<file path="src/rtl/alu_pkg.sv">
// Shared types for the bit-serial ALU and its one-bit slice.
//   alu_op_e    : operation encoding carried on op_i / into the slice.
//   ser_state_e : sequencer states of bit_serial_alu.
package alu_pkg;

    typedef enum logic [1:0] {
        OP_AND  = 2'b00,
        OP_OR   = 2'b01,
        OP_ADD  = 2'b10,
        OP_ZERO = 2'b11
    } alu_op_e;

    typedef enum logic [1:0] {
        IDLE = 2'd0,
        RUN  = 2'd1,
        DONE = 2'd2
    } ser_state_e;

endpackage

</file>
<file path="src/rtl/alu1.sv">
// One-bit ALU slice: purely combinational.
// Ports:
//   a, b    : operand bits
//   c_in    : carry-in (used only by OP_ADD)
//   op      : operation select
//   result  : result bit
//   c_out   : carry-out; 0 for every op except OP_ADD
module alu1
    import alu_pkg::*;
(
    input  logic    a,
    input  logic    b,
    input  logic    c_in,
    input  alu_op_e op,
    output logic    result,
    output logic    c_out
);

    always_comb begin
        result = 1'b0;
        c_out  = 1'b0;
        case (op)
            OP_AND: result = a & b;
            OP_OR:  result = a | b;
            OP_ADD: begin
                result = a ^ b ^ c_in;
                c_out  = (a & b) | (c_in & (a ^ b));
            end
            default: begin
                result = 1'b0;
                c_out  = 1'b0;
            end
        endcase
    end

endmodule

</file>
<file path="src/rtl/bit_serial_alu.sv">
// Bit-serial AND/OR/ADD unit. A WIDTH-bit request is evaluated LSB-first
// through a single alu1 slice over WIDTH cycles.
// Ports:
//   clk_i, rst_ni                 : clock, async active-low reset
//   start_valid_i / start_ready_o : request handshake (ready only in IDLE)
//   op_i, a_i, b_i                : operation and operands, sampled at accept
//   result_o, carry_o             : result word and ADD carry-out
//   done_valid_o / done_ready_i   : result handshake (valid only in DONE)
//   busy_o                        : high while an operation is in flight
module bit_serial_alu
    import alu_pkg::*;
#(
    parameter  int WIDTH = 32,
    localparam int CNT_W = $clog2(WIDTH)
) (
    input  logic             clk_i,
    input  logic             rst_ni,
    input  logic             start_valid_i,
    output logic             start_ready_o,
    input  logic [1:0]       op_i,
    input  logic [WIDTH-1:0] a_i,
    input  logic [WIDTH-1:0] b_i,
    output logic [WIDTH-1:0] result_o,
    output logic             carry_o,
    output logic             done_valid_o,
    input  logic             done_ready_i,
    output logic             busy_o
);

    ser_state_e       state_q;
    alu_op_e          op_q;
    logic [WIDTH-1:0] a_sh;
    logic [WIDTH-1:0] b_sh;
    logic [WIDTH-1:0] result_sh;
    logic             carry_q;
    logic [CNT_W-1:0] cnt_q;

    logic slice_result;
    logic slice_c_out;

    alu1 u_slice (
        .a      (a_sh[0]),
        .b      (b_sh[0]),
        .c_in   (carry_q),
        .op     (op_q),
        .result (slice_result),
        .c_out  (slice_c_out)
    );

    always_ff @(posedge clk_i or negedge rst_ni) begin
        if (!rst_ni) begin
            state_q   <= IDLE;
            op_q      <= OP_AND;
            a_sh      <= '0;
            b_sh      <= '0;
            result_sh <= '0;
            carry_q   <= 1'b0;
            cnt_q     <= '0;
        end else begin
            case (state_q)
                IDLE: begin
                    if (start_valid_i) begin
                        a_sh    <= a_i;
                        b_sh    <= b_i;
                        op_q    <= alu_op_e'(op_i);
                        carry_q <= 1'b0;   // bit 0 adds with no carry-in
                        cnt_q   <= '0;
                        state_q <= RUN;
                    end
                end
                RUN: begin
                    a_sh      <= a_sh >> 1;
                    b_sh      <= b_sh >> 1;
                    // Result bits enter at the MSB so that after WIDTH shifts
                    // bit 0 of the operands lands in bit 0 of the word.
                    result_sh <= {slice_result, result_sh[WIDTH-1:1]};
                    carry_q   <= (op_q == OP_ADD) ? slice_c_out : 1'b0;
                    cnt_q     <= cnt_q + 1'b1;
                    if (cnt_q == CNT_W'(WIDTH - 1))
                        state_q <= DONE;
                end
                DONE: begin
                    if (done_ready_i)
                        state_q <= IDLE;
                end
                default: state_q <= IDLE;
            endcase
        end
    end

    assign start_ready_o = (state_q == IDLE);
    assign done_valid_o  = (state_q == DONE);
    assign busy_o        = (state_q == RUN) || (state_q == DONE);
    assign result_o      = result_sh;
    assign carry_o       = carry_q;

endmodule

</file>
<file path="config.mk">
export PLATFORM = sky130hd
export DESIGN_NAME = bit_serial_alu
export DESIGN_NICKNAME = d
export VERILOG_FILES = /design/src/rtl/alu_pkg.sv /design/src/rtl/alu1.sv /design/src/rtl/bit_serial_alu.sv
export SDC_FILE = /design/constraint.sdc
export NUM_CORES = 1
export LEC_CHECK = 0
export ABC_AREA = 1
export ABC_CLOCK_PERIOD_IN_PS = 2300
export CORE_MARGIN = 2
export CORE_UTILIZATION = 55
export CTS_BUF_LIST = sky130_fd_sc_hd__clkbuf_16
export DETAILED_ROUTE_END_ITERATION = 16
export MAX_ROUTING_LAYER = met4
export PLACE_DENSITY = 0.95
export SETUP_SLACK_MARGIN = 0.1
export SLEW_MARGIN = 20
export SYNTH_ARGS = -nofsm -noshare
export SYNTH_HDL_FRONTEND = slang
export SYNTH_SLANG_ARGS = --single-unit
</file>
<file path="constraint.sdc">
create_clock -name clk_i -period 2.3 [get_ports clk_i]
set_clock_uncertainty 0.15 [all_clocks]
set_input_delay 0.46 -clock clk_i [delete_from_list [all_inputs] [get_ports clk_i]]
set_output_delay 0.46 -clock clk_i [all_outputs]
set_load 0.05 [all_outputs]
</file>
# Word level (Yosys, flattened, before mapping)
# Index checks and enable logic that the tools add are counted.
[word_totals]
reg_bits = 106
inputBits = 70
wordCells = 43
[classes]
add_sub_neg = 1
eq_ne = 8
mux = 14
bitwise = 6
n_reduce_logical = 7
[ops]
columns = ["cell", "count"]
rows = [
  ["32-bit case mux with 2 select lines", 2],
  ["32-bit two-way mux", 2],
  ["5-bit case mux with 2 select lines", 1],
  ["2-bit two-way mux", 3],
  ["2-bit case mux with 3 select lines", 1],
  ["5-bit by 1-bit adder with 5-bit output, second input constant", 1],
  ["5-bit equality test, second input constant", 1],
  ["5-bit two-way mux", 1],
  ["2-bit by 1-bit equality test with 1-bit output, second input constant", 2],
  ["2-bit equality test, second input constant", 2],
  ["2-bit zero test", 2],
  ["2-bit != test, second input constant", 2],
  ["2-bit AND reduction", 2],
  ["1-bit case mux with 3 select lines", 1],
  ["3-bit AND reduction", 1],
  ["1-bit AND", 2],
  ["1-bit two-way mux", 2],
  ["2-bit by 1-bit != test with 1-bit output, second input constant", 1],
  ["1-bit OR", 2],
  ["1-bit case mux with 2 select lines", 1],
  ["2-bit nonzero test", 1],
  ["1-bit XOR", 2],
  ["1-bit logical OR", 1],
]

# Logic depth before layout (Yosys ltp)
# Gate-level depths: netlist of the first run.
[depth]
depth_word = 5
mapped_depth = 10
mapped_depth_nobuf = 9

# Modules after synthesis
# From an unflattened synthesis of the first run, not the netlist that was laid out.
[unflattened]
hier_cells = 563
area_unflattened_um2 = 4961.0
[modules_own_cells]
columns = ["mod", "n_inst", "cells_per_inst", "area_each_um2", "seq_area_each_um2"]
rows = [
  ["bit_serial_alu", 1, 549, 4862.2, 2652.5],
  ["alu1", 1, 14, 98.8, 0.0],
]

# Worst setup path before layout of the first run
# No wires, ideal clock.
[synth_timing]
path_kind = "reg-to-reg"
start = "register state_q[0]"
end = "register b_sh[25]"
setup_time_ns = 0.124
arrival_time_ns = 1.648
required_ns = 2.026
setup_slack_ns = 0.378
path_stages_with_launch = 10
synth_period_minus_slack_ns = 1.922
cell_sequence = "dfrtp_1 inv_1 ha_1 nand2_1 nand2_2 inv_2 buf_6 buf_6 nand2_1 nand2_1"
[synth_between]
elab_chain_len = 3
elab_cells_between_ends = 6
[synth_rtl]
columns = ["item", "line", "text"]
rows = [
  ["start: declaration", "bit_serial_alu.sv:30", "ser_state_e state_q;"],
  ["start signal: assignment", "bit_serial_alu.sv:52", "state_q <= IDLE;"],
  ["start signal: assignment", "bit_serial_alu.sv:68", "state_q <= RUN;"],
  ["start signal: assignment", "bit_serial_alu.sv:80", "state_q <= DONE;"],
  ["2-bit zero test *", "n/a", ""],
  ["via start_ready_o", "bit_serial_alu.sv:19", "output logic start_ready_o,"],
  ["2-bit != test (no source line) / 2-bit nonzero test (equally long branches)", "n/a", ""],
  ["2-bit AND reduction (no source line)", "n/a", ""],
  ["end signal: assignment", "bit_serial_alu.sv:64", "b_sh <= b_i;"],
  ["end signal: assignment", "bit_serial_alu.sv:73", "b_sh <= b_sh >> 1;"],
  ["end: declaration", "bit_serial_alu.sv:33", "logic [WIDTH-1:0] b_sh;"],
]
# Mark *: on every way through the listed nets, which the timed path passes. The rest lies on a longest branch.
# A chain may end at the register's enable or synchronous reset.

# Worst setup path after layout of the first run
[layout_timing]
start = "register result_sh[2] (netlist: result_o[2])"
end = "output result_o[2]"
[layout_lines]
columns = ["item", "line", "text"]
rows = [
  ["start: declaration", "bit_serial_alu.sv:34", "logic [WIDTH-1:0] result_sh;"],
  ["start signal: assignment", "bit_serial_alu.sv:76", "result_sh <= {slice_result, result_sh[WIDTH-1:1]};"],
  ["end: declaration", "bit_serial_alu.sv:23", "output logic [WIDTH-1:0] result_o,"],
]
# No word-level cell between the ends.

==> results of run 1 <==
-- worst max path at each step --
stage / from / end / slack (ns) / cells after the start
3_3_place_gp: start_valid_i / cnt_q[3] / 0.25 / 7
4_1_cts: result_o[31] / result_o[31] / 0.12 / 1
5_1_grt: result_o[24] / result_o[24] / 0.10 / 1
3_5_place_dp: start_valid_i / cnt_q[3] / 0.23 / 7
2_1_floorplan: state_q[0] / b_sh[25] / 0.38 / 9
6_report: result_o[2] / result_o[2] / 0.13 / 1
-- cell type report --
cell class / count / area, sq um / area share, %
Tap cell: 108 / 135.1 / 2.141
Inverter: 18 / 67.56 / 1.070
Sequential cell: 106 / 2653 / 42.02
Clock inverter: 7 / 51.30 / 0.8127
Multi-Input combinational cell: 405 / 2002 / 31.71
Timing Repair Buffer: 118 / 1179 / 18.67
Clock buffer: 9 / 225.2 / 3.568
-- timing repair --
item,in CTS,in global routing
setup buffers,0,0
endpoints found under the setup margin,0,5
endpoints found under the hold margin,37,0
hold buffers,1,0
gates resized for setup,0,5
-- worst min-delay path: stages (launching register included) --
cell and delay (ns):
sky130_fd_sc_hd__dfrtp_1 0.35, sky130_fd_sc_hd__nand2_1 0.05, sky130_fd_sc_hd__nand2_1 0.05
-- state kept, by name, summed over array words and instances (netlist names) --
signal    flops
result_o     32
a_sh         32
carry_o       1
cnt_q         5
op_q          2
b_sh         32
state_q       2
-- through the flow --
| stage | setup WS, ns | power (mW) | utilization (%) |
|---|---|---|---|
| floorplan | 0.3783 | 6.126 | - |
| global placement | 0.2483 | 6.864 | 68.95 |
| detailed placement | 0.2277 | 7.111 | 68.95 |
| CTS | 0.1158 | 8.614 | 72.24 |
| global route | 0.1013 | 9.201 | 72.38 |
| finish | 0.1284 | 8.580 | 72.38 |
-- power breakdown --
group | switching, mW | internal [mW]
Sequential | 0.479 | 2.65
Combinational | 2.59 | 1.40
Clock | 0.717 | 0.744
Total | 3.79 | 4.79
-- logic make-up after synthesis --
logic type	after synthesis	synth area share (%)
and+or+nand+nor	324	27.76
DFF	106	53.60
AOI/OAI and AO/OA	73	10.47
buffers and inverters	53	5.993
adders and majority gates	8	2.174
-- cells in the mapped netlist --
| cell | n |
|---|---|
| sky130_fd_sc_hd__buf_2 | 18 |
| sky130_fd_sc_hd__or2_2 | 26 |
| sky130_fd_sc_hd__dfrtp_1 | 106 |
| sky130_fd_sc_hd__inv_2 | 2 |
| sky130_fd_sc_hd__ha_1 | 7 |
| sky130_fd_sc_hd__nor2_1 | 6 |
| sky130_fd_sc_hd__inv_1 | 16 |
| sky130_fd_sc_hd__nand3_1 | 7 |
| sky130_fd_sc_hd__a21oi_1 | 3 |
| sky130_fd_sc_hd__o21ai_0 | 11 |
| sky130_fd_sc_hd__o211ai_2 | 1 |
| sky130_fd_sc_hd__or2_1 | 31 |
| sky130_fd_sc_hd__nand2_2 | 1 |
| sky130_fd_sc_hd__nand3b_1 | 1 |
| sky130_fd_sc_hd__nand2_1 | 252 |
| sky130_fd_sc_hd__o211ai_1 | 58 |
| sky130_fd_sc_hd__clkbuf_1 | 7 |
| sky130_fd_sc_hd__buf_6 | 10 |
| sky130_fd_sc_hd__fa_1 | 1 |
-- routing by layer --
metal,up-vias,part of all wire [%],global-route usage [%]
met1,1957,42,32.81
met3,29,5.2,3.759
met5,-,0,-
li1,1984,-,-
met2,145,50,39.60
met4,0,2.8,11.28
==> Flow_metrics.wiki, run 1 <==
{| class="wikitable"
! Metric !! Value
|-
| Result of the run || finished, final reports clean
|-
| Number of buffers and inverters on the critical path || 1
|-
| Top library cells by usage in the layout, fill and taps aside || sky130_fd_sc_hd__nand2_1 (252), sky130_fd_sc_hd__dfrtp_1 (106), sky130_fd_sc_hd__clkdlybuf4s50_1 (96), sky130_fd_sc_hd__o211ai_1 (58), sky130_fd_sc_hd__or2_1 (31)
|-
| Remaining DRCs || 0
|-
| Critical path cell sequence || clkdlybuf4s50_1
|-
| Number of global-route vias before repair || 4065
|-
| Total CTS buffers || 9
|-
| Overall fraction of global-route tracks in use || 25.24%
|-
| Kind of start point of the critical path || register
|-
| Maximum fanout encountered on the critical timing path || 3
|-
| Final max-slew violation count || 0
|-
| Count of buffers inserted at the top-level ports || ~110
|-
| Row count || 34
|-
| Via density per instance || about 5.3
|-
| Non-Filler Instances || between 700 and 800
|-
| Core region area || 8721 sq um
|-
| Final instance area || 6312 sq um
|-
| Root buffer cell || sky130_fd_sc_hd__clkbuf_16
|-
| Minimum period implied by the final worst setup slack || 2.172 ns
|-
| Number of antenna violations at the first check in global routing || 0
|-
| Portion of the post-synthesis area used by sequential elements || 53.60%
|-
| Flops & latches, synth || 106
|-
| Die boundary width || 98.86 um
|-
| Final WL || 11500 um
|-
| Terminating pin of the worst hold path || result_o[0]
|-
| Leak Pwr || ~3.2 nW
|-
| Via count of the routed design || 4115
|-
| Synth-to-layout area growth || 27.56%
|-
| Most frequent standard cell in the layout excluding fill and tap cells || sky130_fd_sc_hd__nand2_1
|-
| CTS tree || built
|-
| Type of the tightest min-delay check || reg -> reg
|-
| Reg-to-Reg End || cnt_q[3]
|-
| Final setup vio count || 0
|-
| Maximum number of buffers from clock root to sink || 2
|-
| Count of different cell masters after synthesis || 19
|-
| Cell count after placement || 754
|-
| Avg WL per Cell || 14.92 um
|-
| Mapped Nets || between 600 and 700
|-
| Hold WS || between 0.3 and 0.4 ns
|-
| TNS Setup || 0 ns
|-
| Worst Tran Pin Value || 0.5493 ns
|-
| Fraction of layout cells with a size suffix above 1 || 9.351%
|-
| Global-route wire length before repair || around 19000 um
|-
| Total overflow reported by the global router || 0
|-
| Share of the synthesized area in the top cell type || 53.60%
|-
| Highest-delay cell along the critical path || sky130_fd_sc_hd__clkdlybuf4s50_1
|-
| R2R Path Start || state_q[1]
|-
| Kind of cell adding the most delay to the critical path || buffers and inverters
|-
| I/O pin total || approximately 110
|-
| Placer congestion estimate || 0.8181
|-
| Worst-skew pair later-pin latency || approximately 0.34 ns
|-
| Worst Reg-to-Reg Cells || 8
|-
| Cell Area, Placed || 6013 sq um
|-
| Net count reported at finish || around 740
|-
| Post-DP HPWL || 7698 um
|-
| Router iterations before antenna repair || 4
|-
| Post-synth design cell area || 4948 sq um
|-
| Required @ worst endpoint || around 1.7 ns
|-
| Maximum Capacitance Violations || 0
|-
| Slack of the worst reg-to-reg path || 0.33 ns
|-
| Total number of yosys warnings || 0
|-
| Initial standard-cell utilization of the core || 56.74%
|-
| Setup repair after global routing missed its margin || no
|-
| Final-report hold violation count || 0
|-
| Largest area contributor in the synthesized netlist || sky130_fd_sc_hd__dfrtp_1
|-
| Max IR drop VDD || 0.0007550 V
|-
| Mean cell area of the mapped netlist || 8.774 sq um
|-
| H-tree Lvls || 3
|-
| Kind of critical path || reg -> out
|-
| Antenna cells || 0
|-
| Iter 0 DRT Violations || 226
|-
| P per Cell Area || 1359 nW/um^2
|-
| Largest net degree at the start of global routing || 52
|-
| Number of sinks on the clock net || 106
|-
| Critical Path End Type || primary output
|-
| Number of cells produced by synthesis || 564
|-
| Peak clock frequency supported by timing || 460.5 MHz
|-
| Antenna Nets Post-Route || 0
|-
| Remaining max-slew budget at the tightest pin || 63.32%
|-
| CTS clk-pin slew, worst paths || 0.08 ns
|-
| Min-delay src || result_o[0]
|-
| Cell depth of the worst hold path || 2
|-
| Die Area || 9772 sq um
|-
| Number of filler cells placed in the layout || 631
|-
| Largest cells by area after synthesis || sky130_fd_sc_hd__dfrtp_1 (54%), sky130_fd_sc_hd__nand2_1 (19%), sky130_fd_sc_hd__o211ai_1 (8.8%)
|-
| Ratio of final minimum period to clock period || 94.42%
|-
| Vertical die dimension || about 100 um
|-
| Arrival @ worst endpoint || around 1.6 ns
|-
| Stage delay of the slowest cell on the critical path || 0.82 ns
|}
(Power assumes the default switching activity.)
==> run 2, diff against run 1 <==
--- a/config.mk
+++ b/config.mk
@@ -7,6 +7,7 @@
 export LEC_CHECK = 0
 export ABC_AREA = 1
 export ABC_CLOCK_PERIOD_IN_PS = 2300
+export CAP_MARGIN = 20
 export CORE_MARGIN = 2
 export CORE_UTILIZATION = 55
 export CTS_BUF_LIST = sky130_fd_sc_hd__clkbuf_16
==> results of run 2 <==
Same layout as run 1: the final DEF is identical, and so are final timing and power.
==> run 3, diff against run 2 <==
--- a/config.mk
+++ b/config.mk
@@ -13,7 +13,7 @@
 export CTS_BUF_LIST = sky130_fd_sc_hd__clkbuf_16
 export DETAILED_ROUTE_END_ITERATION = 16
 export MAX_ROUTING_LAYER = met4
-export PLACE_DENSITY = 0.95
+export PLACE_DENSITY_LB_ADDON = 0.2
 export SETUP_SLACK_MARGIN = 0.1
 export SLEW_MARGIN = 20
 export SYNTH_ARGS = -nofsm -noshare
==> Flow_metrics.wiki, run 3 (synthesis gave the netlist of run 1 again) <==
{| class="wikitable"
! Metric !! Value
|-
| Final-report hold violation count || 0
|-
| Core region area || around 8700 sq um
|-
| Row count || 34
|-
| Post-DP HPWL || 7213 um
|-
| CTS clk-pin slew, worst paths || 0.08 ns
|-
| Hold WS || 0.3296 ns
|-
| Maximum fanout encountered on the critical timing path || 3
|-
| Number of global-route vias before repair || 3941
|-
| Maximum Capacitance Violations || 0
|-
| Area of the multi-input gates || around 2000 sq um
|-
| Vertical die dimension || approximately 100 um
|-
| Kind of cell adding the most delay to the critical path || buffers and inverters
|-
| Most frequent standard cell in the layout excluding fill and tap cells || sky130_fd_sc_hd__nand2_1
|-
| Total Power || ~8.7 mW
|-
| Avg WL per Cell || 14.04 um
|-
| Setup repair after global routing missed its margin || no
|-
| Number of buffers and inverters on the critical path || 1
|-
| Router iterations before antenna repair || 4
|-
| Cell depth of the worst hold path || 2
|-
| Worst-skew pair later-pin latency || 0.34 ns
|-
| Register area || approximately 2700 sq um
|-
| Via density per instance || 5.201
|-
| Overall fraction of global-route tracks in use || 24.14%
|-
| Kind of start point of the critical path || register
|-
| Worst Tran Pin Value || approximately 0.51 ns
|-
| Final cell utilization of the core || 72.98%
|-
| Final setup vio count || 0
|-
| Root buffer cell || sky130_fd_sc_hd__clkbuf_16
|-
| Required @ worst endpoint || 1.69 ns
|-
| Top library cells by usage in the layout, fill and taps aside || sky130_fd_sc_hd__nand2_1 (252), sky130_fd_sc_hd__dfrtp_1 (106), sky130_fd_sc_hd__clkdlybuf4s50_1 (99), sky130_fd_sc_hd__o211ai_1 (58), sky130_fd_sc_hd__or2_1 (31)
|-
| Global-route wire length before repair || between 15000 and 20000 um
|-
| Antenna cells || 0
|-
| Count of buffers inserted at the top-level ports || 105
|-
| Number of antenna violations at the first check in global routing || 0
|-
| Most utilized layer in the global route result || met2
|-
| Result of the run || finished, final reports clean
|-
| Cell Area, Placed || a little over 6000 sq um
|-
| Worst Reg-to-Reg Cells || 9
|-
| Final WL || roughly 11000 um
|-
| Critical path cell sequence || clkdlybuf4s50_1
|-
| Die Area || 9772 sq um
|-
| Net count reported at finish || about 740
|-
| Final instance area || 6365 sq um
|-
| Via count of the routed design || 4015
|-
| Number of sinks on the clock net || about 110
|-
| Type of the tightest min-delay check || reg -> reg
|-
| Max IR drop VDD || around 0.0007 V
|-
| Routing usage on met2 || 39.35%
|-
| Placer congestion estimate || 0.8264
|-
| I/O pin total || 106
|-
| Maximum number of buffers from clock root to sink || 2
|-
| GR Layer Usage met3 || around 4%
|-
| Largest net degree at the start of global routing || 62
|-
| Leak Pwr || approximately 3.2 nW
|-
| Ratio of final minimum period to clock period || 94.22%
|-
| Critical Path End Type || primary output
|-
| Antenna Nets Post-Route || 0
|-
| Non-Filler Instances || 772
|-
| Synth-to-layout area growth || 28.62%
|-
| Highest-delay cell along the critical path || sky130_fd_sc_hd__clkdlybuf4s50_1
|-
| Met1 layer usage reported by global route || 31.74%
|-
| H-tree Lvls || 3
|-
| Dpl ws || 0.3304 ns
|-
| Peak clock frequency supported by timing || about 460 MHz
|-
| Minimum period implied by the final worst setup slack || 2.167 ns
|-
| Initial standard-cell utilization of the core || 56.74%
|-
| Cell count after placement || ~760
|-
| Worst-case setup margin in the final layout || 0.1330 ns
|-
| Cell depth of the worst setup path || 1
|-
| Total CTS buffers || 9
|-
| Remaining max-slew budget at the tightest pin || about two thirds
|-
| TNS Setup || 0 ns
|-
| Total overflow reported by the global router || 0
|-
| Arrival @ worst endpoint || 1.56 ns
|-
| Iter 0 DRT Violations || 181
|-
| Final max-slew violation count || 0
|-
| Stage delay of the slowest cell on the critical path || 0.83 ns
|-
| Number of filler cells placed in the layout || 667
|-
| Fraction of layout cells with a size suffix above 1 || 9.488%
|-
| Kind of critical path || reg -> out
|-
| CTS tree || built
|-
| P per Cell Area || 1367 nW/um^2
|-
| Remaining DRCs || 0
|-
| Die boundary width || 98.86 um
|}
run 3: power by group:
group / total, mW / switching (mW) / internal (mW)
combinational: 4.01 / 2.55 / 1.46
clock: 1.57 / 0.714 / 0.855
sequential: 3.12 / 0.474 / 2.65
run 3: worst min-delay path: cells and delay by family (launching register included):
family	cells	cell delay, ns
flip-flops	1	0.34
AND/OR/NAND/NOR	2	0.11
run 3: path summary, 6_finish.rpt:
kind | start | to | slack (ns)
max | result_o[14] | result_o[14] | 0.13
min | b_sh[26] | b_sh[26] | 0.33
max reg2reg | state_q[0] | a_sh[11] | 0.48
min reg2reg | b_sh[26] | b_sh[26] | 0.33
max in group asynchronous | rst_ni | a_sh[10] | 0.95
min in group asynchronous | rst_ni | a_sh[3] | 0.43
run 3: metal layers:
metal  vias to the layer above  part of all wire, %
met5                         -                    0
met2                        88                   50
met3                        12                  3.9
li1                       1986                    -
met4                         0                  1.2
met1                      1929                   45
run 3: what timing repair did:
| action | in CTS | in global routing |
|---|---|---|
| resized for setup | 0 | 2 |
| setup buffers | 0 | 0 |
| setup endpoints to repair | 0 | 2 |
| hold endpoints to repair | 25 | 0 |
| hold buffers | 1 | 0 |
run 3: cell type report:
type,count,area share [%]
sequential,106,41.67
timing repair buffer,119,18.91
tap,108,2.123
clock buffer,9,3.538
clock inverter,7,1.238
inverter,18,1.062
multi-input combinational,405,31.45
